[src/rtl/piso_serializer.sv]
// Parallel-in serial-out transmitter: captures a DW-bit word on Load_i while idle,
// then presents one bit per enabled clock on a registered Serial_o.
module piso_serializer #(
  parameter int unsigned DW        = 4,
  parameter bit          MSB_FIRST = 1'b1
) (
  input  logic          clk_50MHz_i,
  input  logic          rst_async_la_i,
  input  logic [DW-1:0] D_i,
  input  logic          Load_i,
  input  logic          Enable_i,
  output logic          Ready_o,
  output logic          Busy_o,
  output logic          Serial_o,
  output logic          Done_o,
  output logic          o_dbg_state
);

  localparam int unsigned      CW   = $clog2(DW + 1);
  localparam logic [CW-1:0]    LAST = CW'(DW - 1);

  typedef enum logic {
    ST_IDLE  = 1'b0,
    ST_SHIFT = 1'b1
  } state_t;

  state_t          r_state;
  logic [DW-1:0]   r_shift;
  logic [CW-1:0]   r_cnt;
  logic            r_serial;
  logic            r_done;

  logic [DW-1:0]   w_shift_next;
  logic            w_next_bit;
  logic            w_first_bit;
  logic            w_last;

  // Handshake: a word is taken on any rising edge where Ready_o=1 and Load_i=1;
  // Ready_o depends only on the state register, so the upstream may hold Load_i.
  assign w_shift_next = MSB_FIRST ? (r_shift << 1) : (r_shift >> 1);
  assign w_next_bit   = MSB_FIRST ? w_shift_next[DW-1] : w_shift_next[0];
  assign w_first_bit  = MSB_FIRST ? D_i[DW-1] : D_i[0];
  assign w_last       = (r_cnt == LAST);

  always_ff @(posedge clk_50MHz_i or negedge rst_async_la_i) begin
    if (!rst_async_la_i) begin
      r_state  <= ST_IDLE;
      r_shift  <= '0;
      r_cnt    <= '0;
      r_serial <= 1'b0;
      r_done   <= 1'b0;
    end else begin
      r_done <= 1'b0;
      case (r_state)
        ST_IDLE: begin
          if (Load_i) begin
            r_shift  <= D_i;
            r_cnt    <= '0;
            r_serial <= w_first_bit;
            r_state  <= ST_SHIFT;
          end
        end
        ST_SHIFT: begin
          if (Enable_i) begin
            if (w_last) begin
              r_state  <= ST_IDLE;
              r_serial <= 1'b0;
              r_done   <= 1'b1;
            end else begin
              r_shift  <= w_shift_next;
              r_serial <= w_next_bit;
              r_cnt    <= r_cnt + 1'b1;
            end
          end
        end
        default: begin
          r_state  <= ST_IDLE;
          r_serial <= 1'b0;
        end
      endcase
    end
  end

  assign Ready_o     = (r_state == ST_IDLE);
  assign Busy_o      = (r_state == ST_SHIFT);
  assign Serial_o    = r_serial;
  assign Done_o      = r_done;
  assign o_dbg_state = r_state;

`ifndef SYNTHESIS
  a_ready_xor_busy: assert property (@(posedge clk_50MHz_i) disable iff (!rst_async_la_i)
    Ready_o != Busy_o);
  a_done_one_cycle: assert property (@(posedge clk_50MHz_i) disable iff (!rst_async_la_i)
    Done_o |=> !Done_o);
  a_done_when_idle: assert property (@(posedge clk_50MHz_i) disable iff (!rst_async_la_i)
    Done_o |-> Ready_o);
  a_cnt_in_range: assert property (@(posedge clk_50MHz_i) disable iff (!rst_async_la_i)
    r_cnt <= LAST);
`endif

endmodule
[config.mk]
export PLATFORM = sky130hd
export DESIGN_NAME = piso_serializer
export DESIGN_NICKNAME = d
export VERILOG_FILES = /design/src/rtl/piso_serializer.sv
export SDC_FILE = /design/constraint.sdc
export NUM_CORES = 1
export LEC_CHECK = 0
export CAP_MARGIN = 20
export CORE_MARGIN = 3
export CORE_UTILIZATION = 35
export CTS_CLUSTER_SIZE = 20
export DETAILED_ROUTE_END_ITERATION = 10
export GPL_ROUTABILITY_DRIVEN = 0
export MAX_ROUTING_LAYER = met4
export PLACE_DENSITY = 0.65
export SYNTH_ARGS = -nofsm -noshare
export SYNTH_HDL_FRONTEND = slang
export SYNTH_SLANG_ARGS = --single-unit
[constraint.sdc]
create_clock -name clk_50MHz_i -period 1.4 [get_ports clk_50MHz_i]
set_input_delay 0.14 -clock clk_50MHz_i [delete_from_list [all_inputs] [get_ports clk_50MHz_i]]
set_output_delay 0.14 -clock clk_50MHz_i [all_outputs]
set_load 0.02 [all_outputs]
== Word-level counts from Yosys, hierarchy flattened ==
Index checks and enable logic that the tools add are counted.

* Bits in latches: 0
* Input port bits: 8
* Word-level logic and storage cells: 32
* Bits in registers: 9
* Memory bits (read-only): 0
* Memories: 0
* RAM bits: 0
* Output and inout port bits: 5

* Bitwise gates (word level): 1
* Order comparisons: 0
* Divide/modulo/power cells: 0
* Reductions and logical operators: 2
* $add $sub $neg: 1
* Shifts and indexed selects: 0
* Eq/ne operators: 4
* Multipliers: 0
* Multiplexer cells: 19

{| class="wikitable"
|+ Operators by type and width
! cell !! count
|-
| $mux 3 || 6
|-
| $pmux 3 s2 || 2
|-
| $mux 1 || 9
|-
| $ne 2x2->1 const B || 3
|-
| $pmux 1 s2 || 2
|-
| $add 3x1->3 const B || 1
|-
| $eq 3x2->1 const B || 1
|-
| $reduce_and 3->1 || 1
|-
| $reduce_and 2->1 || 1
|-
| $not 1->1 || 1
|}

== Logic depth before layout (Yosys ltp) ==
* Word-level depth: 4
* Gate-level depth with buffers: 5
* Depth with buffers taken out: 5

== Worst setup path before layout ==
No wires, ideal clock.

* Path type: reg-to-reg
* From: reg r_cnt[0]
* To: reg r_cnt[2]
* Path slack: 55 ps
* Period minus slack after synthesis: 1345 ps
* Required time: 1272 ps
* Data arrival time: 1217 ps
* Stages on the path, launching flop included: 6
* Buffers on the path: 0
* Path through: dfrtp_1 -> ha_1 -> ha_1 -> nand2b_2 -> a31oi_1 -> o31ai_1

* Word-level cells in the longest chain between the ends: 4

{| class="wikitable"
|+ RTL lines
! element !! RTL line !! RTL
|-
| start: declaration || 29 || <nowiki>logic [CW-1:0] r_cnt;</nowiki>
|-
| start signal: assignment || 72 || <nowiki>r_cnt <= r_cnt + 1'b1;</nowiki>
|-
| $add 3x1->3 || 72 ||
|-
| $mux 3 || 65 || <nowiki>if (w_last) begin</nowiki>
|-
| $mux 3 || 64 || <nowiki>if (Enable_i) begin</nowiki>
|-
| $pmux 3 s2 || 54 || <nowiki>case (r_state)</nowiki>
|}

Several ways; a longest one is shown, not always the timed one. The select of a mux whose other input is x is not followed.
A chain may end at the register's enable or synchronous reset.

== Worst setup path in the final report ==
* From: reg r_cnt[0]
* To: reg r_shift[1]

* Word-level cells in the longest chain between the ends: 3

{| class="wikitable"
|+ RTL lines
! element !! RTL line !! RTL
|-
| $eq 3x2->1 || 43 || <nowiki>assign w_last = (r_cnt == LAST);</nowiki>
|-
| $ne 2x2->1 (no source line) || n/a ||
|-
| $reduce_and 3->1 (no source line) || n/a ||
|-
| end signal: assignment || 57 || <nowiki>r_shift <= D_i;</nowiki>
|-
| end signal: assignment || 70 || <nowiki>r_shift <= w_shift_next;</nowiki>
|-
| end: declaration || 28 || <nowiki>logic [DW-1:0] r_shift;</nowiki>
|}

Every way passes these cells.

==> summary.md <==
| Metric | Value |
|---|---|
| Status | finished, final reports clean |
| EDFF count, synth | 0 |
| Final WL | 950 um |
| DP Cell Count | 71 |
| Global route overflow | 0 |
| Antenna cells | 0 |
| Setup slack after layout | 0.0608 ns |
| Synth Area per Inst | 10.3 um^2 |
| Multi-input logic area | 240 um^2 |
| Final slew viol count | 0 |
| Input/output buffers | 12 |
| Core area | 0.00117 mm^2 |
| Worst-Skew Late Latency | 0.26 ns |
| Die X | 42.3 um |
| GRT Total Usage | 13.4% |
| Pin count of the biggest net entering global routing | 10 |
| Vias in the first global route | 367 |
| Clk slew on worst S/H paths | 0.06 ns |
| Hold Vio Cnt, Final | 0 |
| Post-DP HPWL | 719 um |
| Final Non-Filler Cells | 75 |
| Final core occ | 55.9% |
| Worst slew pin tran | 0.412 ns |
| Rel. slew slack | 72.5% |
| Chip Height | 42.3 um |
| Tcrit/Tclk final | 95.7% |
| Hold buffer count at cts | 0 |
| Ys Warns | 0 |
| Crit path required time | 1.53 ns |
| DRC viols | 0 |
| Largest family of logic cells by synthesized area | simple AND/OR/NAND/NOR gates |
| Top cell type's share of synthesized area | 48.8% |
| Hold crit path type | in -> async |
| CP endpoint kind | flop |
| First-pass GRT wire length | 1680 um |
| Syn_nets | 55 |
| Final setup TNS | 0 ns |
| Clk buf depth | 2 |
| Pre-Repair DR Iteration Count | 4 |
| CP Max Fanout | 5 |
| IO Pins | 13 |
| Final hold slack | 0.176 ns |
| Per-cell routed wire length | 12.7 um |
| Fillcell total | 116 |
| Initial core utilization | 39.4% |
| Die area | 0.00179 mm^2 |
| Initial antenna violation count | 0 |
| Synth area leader | dfrtp_1 |
| CP Class | reg -> reg |
| Yosys cell types | 24 |
| RSZ-0062 raised after global routing | false |
| Initial DRC count | 10 |
| FF+latch area | 225 um^2 |
| Post-CTS Setup Inserts | 0 |
| Register area share after synthesis | 48.8% |
| Min Clock Period, post-route | 1.34 ns |
| Top FF cell, synth | dfrtp_1 |
| Final Cell Area | 654 um^2 |
| Commonest cells post-synth | dfrtp_1, nand2_1, nor2_1 |
| FF+latch count, synth | 9 |
| Place WS | 0.00252 ns |
| Crit path DAT | 1.47 ns |
| Post-DRT Antenna Nets | 0 |
| Most frequent cell after synthesis | dfrtp_1 |
| Synth Area in Simple Gates | 19.2% |
| Max_cap viols | 0 |
| Setup Viol. Count Final | 0 |
| Rows | 12 |
| Dpl cell area | 596 um^2 |
| Post-synthesis cell area | 462 um^2 |
| Worst VDD drop | 940 uV |
| Layout cells sized above 1 | 19.7% |
| Synthesis-to-layout area growth | 41.7% |
| Synth Area in Compound Gates | 13.8% |
| Multiplexer share of the synthesized area | 4.34% |
| CTS Root Cell | clkbuf_4 |
| Synth area leaders | dfrtp_1, ha_1, mux2i_1 |
| Adder-Cell Fraction of Synth Area | 5.42% |
| Number of CTS-inserted buffers | 3 |
| Post-synth ARST share | 100% |
| Synth Instances | 45 |
| CTS tree | built |
| Power, Total | 1.32 mW |
| LEAKAGE | 0.297 nW |
| Sink Count | 9 |
| Post-Synth XOR/XNOR Area | 1.90% |
| Fmax | 747 MHz |
| PwrDens | 2020 mW/mm^2 |
| Vias per std cell | 5.05 |
| Via count | 379 |
| Clock Skew | 0.00410 ns |
| Htree depth | 1 |
| Final nets | 72 |
| Nature of the critical path startpoint | flop |
## final timing paths
path,startpoint,end,slack [ns],depth (start not counted)
setup reg to reg,r_cnt[0],r_shift[1],0.06,5
hold reg to reg,r_shift[0],r_shift[0],0.52,2
min in group clk_50MHz_i,D_i[0],r_shift[0],0.43,3
hold / removal,rst_async_la_i,r_cnt[2],0.18,1
max in group asynchronous,rst_async_la_i,Serial_o,0.93,1
setup / recovery,r_cnt[0],r_shift[1],0.06,5
## worst max-delay path: stages (launching register included)
cell,delay (ns)
dfrtp_1,0.39
ha_2,0.20
ha_4,0.16
nand3b_1,0.23
o22ai_1,0.16
a21oi_1,0.06
## final cells by class
| cell class | instances | share of cell area (%) |
|---|---|---|
| well taps | 14 | 2.68 |
| flip-flops and latches | 9 | 34.4 |
| multi-input cells | 31 | 36.7 |
| clock buffers | 4 | 4.02 |
| inverters | 3 | 1.72 |
| repair buffers | 14 | 20.5 |
## registers in the layout, summed over array words and instances (netlist names)
signal and cells:
r_cnt 3, r_shift 3, Busy_o 1, Done_o 1, Serial_o 1
## placed cells by master (no fill, tap or decap)
cell type	synthesis	final
nand2b_4	0	1
nand3_1	1	1
clkdlybuf4s50_1	0	8
o22ai_1	3	2
nor3b_1	1	1
ha_2	0	1
inv_1	2	2
nand2b_1	1	1
inv_2	1	1
dlymetal6s2s_1	0	1
nor2_1	4	4
o221ai_1	1	1
a21boi_1	1	1
mux2i_1	2	2
nand3b_1	1	1
and3_1	1	1
dlygate4sd2_1	0	3
clkbuf_1	0	1
dfrtp_1	9	9
clkbuf_4	0	3
o21ai_1	1	1
ha_4	0	1
xor2_2	0	1
nor2b_4	1	1
buf_4	1	2
a31oi_1	1	1
nand2_1	5	5
a21oi_1	2	2
o31ai_1	1	1
o22ai_2	0	1
## what timing repair did
item / 4_1_cts / 5_1_grt
gates resized for setup: 4 / 6
pin swaps: 2 / 5
setup endpoints to repair: 6 / 6
## layer usage
metal	GRT usage, %	wire [um]	vias up	share of wire, %
met2	20.1	483	14	51
met3	5.15	60	2	6.3
met4	5.59	5	0	0.53
li1	-	-	188	-
met1	16.1	401	175	42
met5	-	0	-	0
## report_power, final
group / leakage, nW / internal [mW] / switching (mW)
Combinational: 0.173 / 0.332 / 0.335
Sequential: 0.109 / 0.375 / 0.0765
Clock: 0.0150 / 0.110 / 0.0922
Total: 0.297 / 0.816 / 0.504
## cell families (layout without fill, tap and decap cells)
logic type	count (synthesis)	count (layout)
AO/OA/AOI/OAI	10	10
XOR/XNOR	1	1
adder cells (fa/ha/maj)	2	2
buffers and inverters	5	21
flip-flops	9	9
multiplexers	2	2
AND/OR/NAND/NOR	16	16
Power figures use the tool's default switching activity.
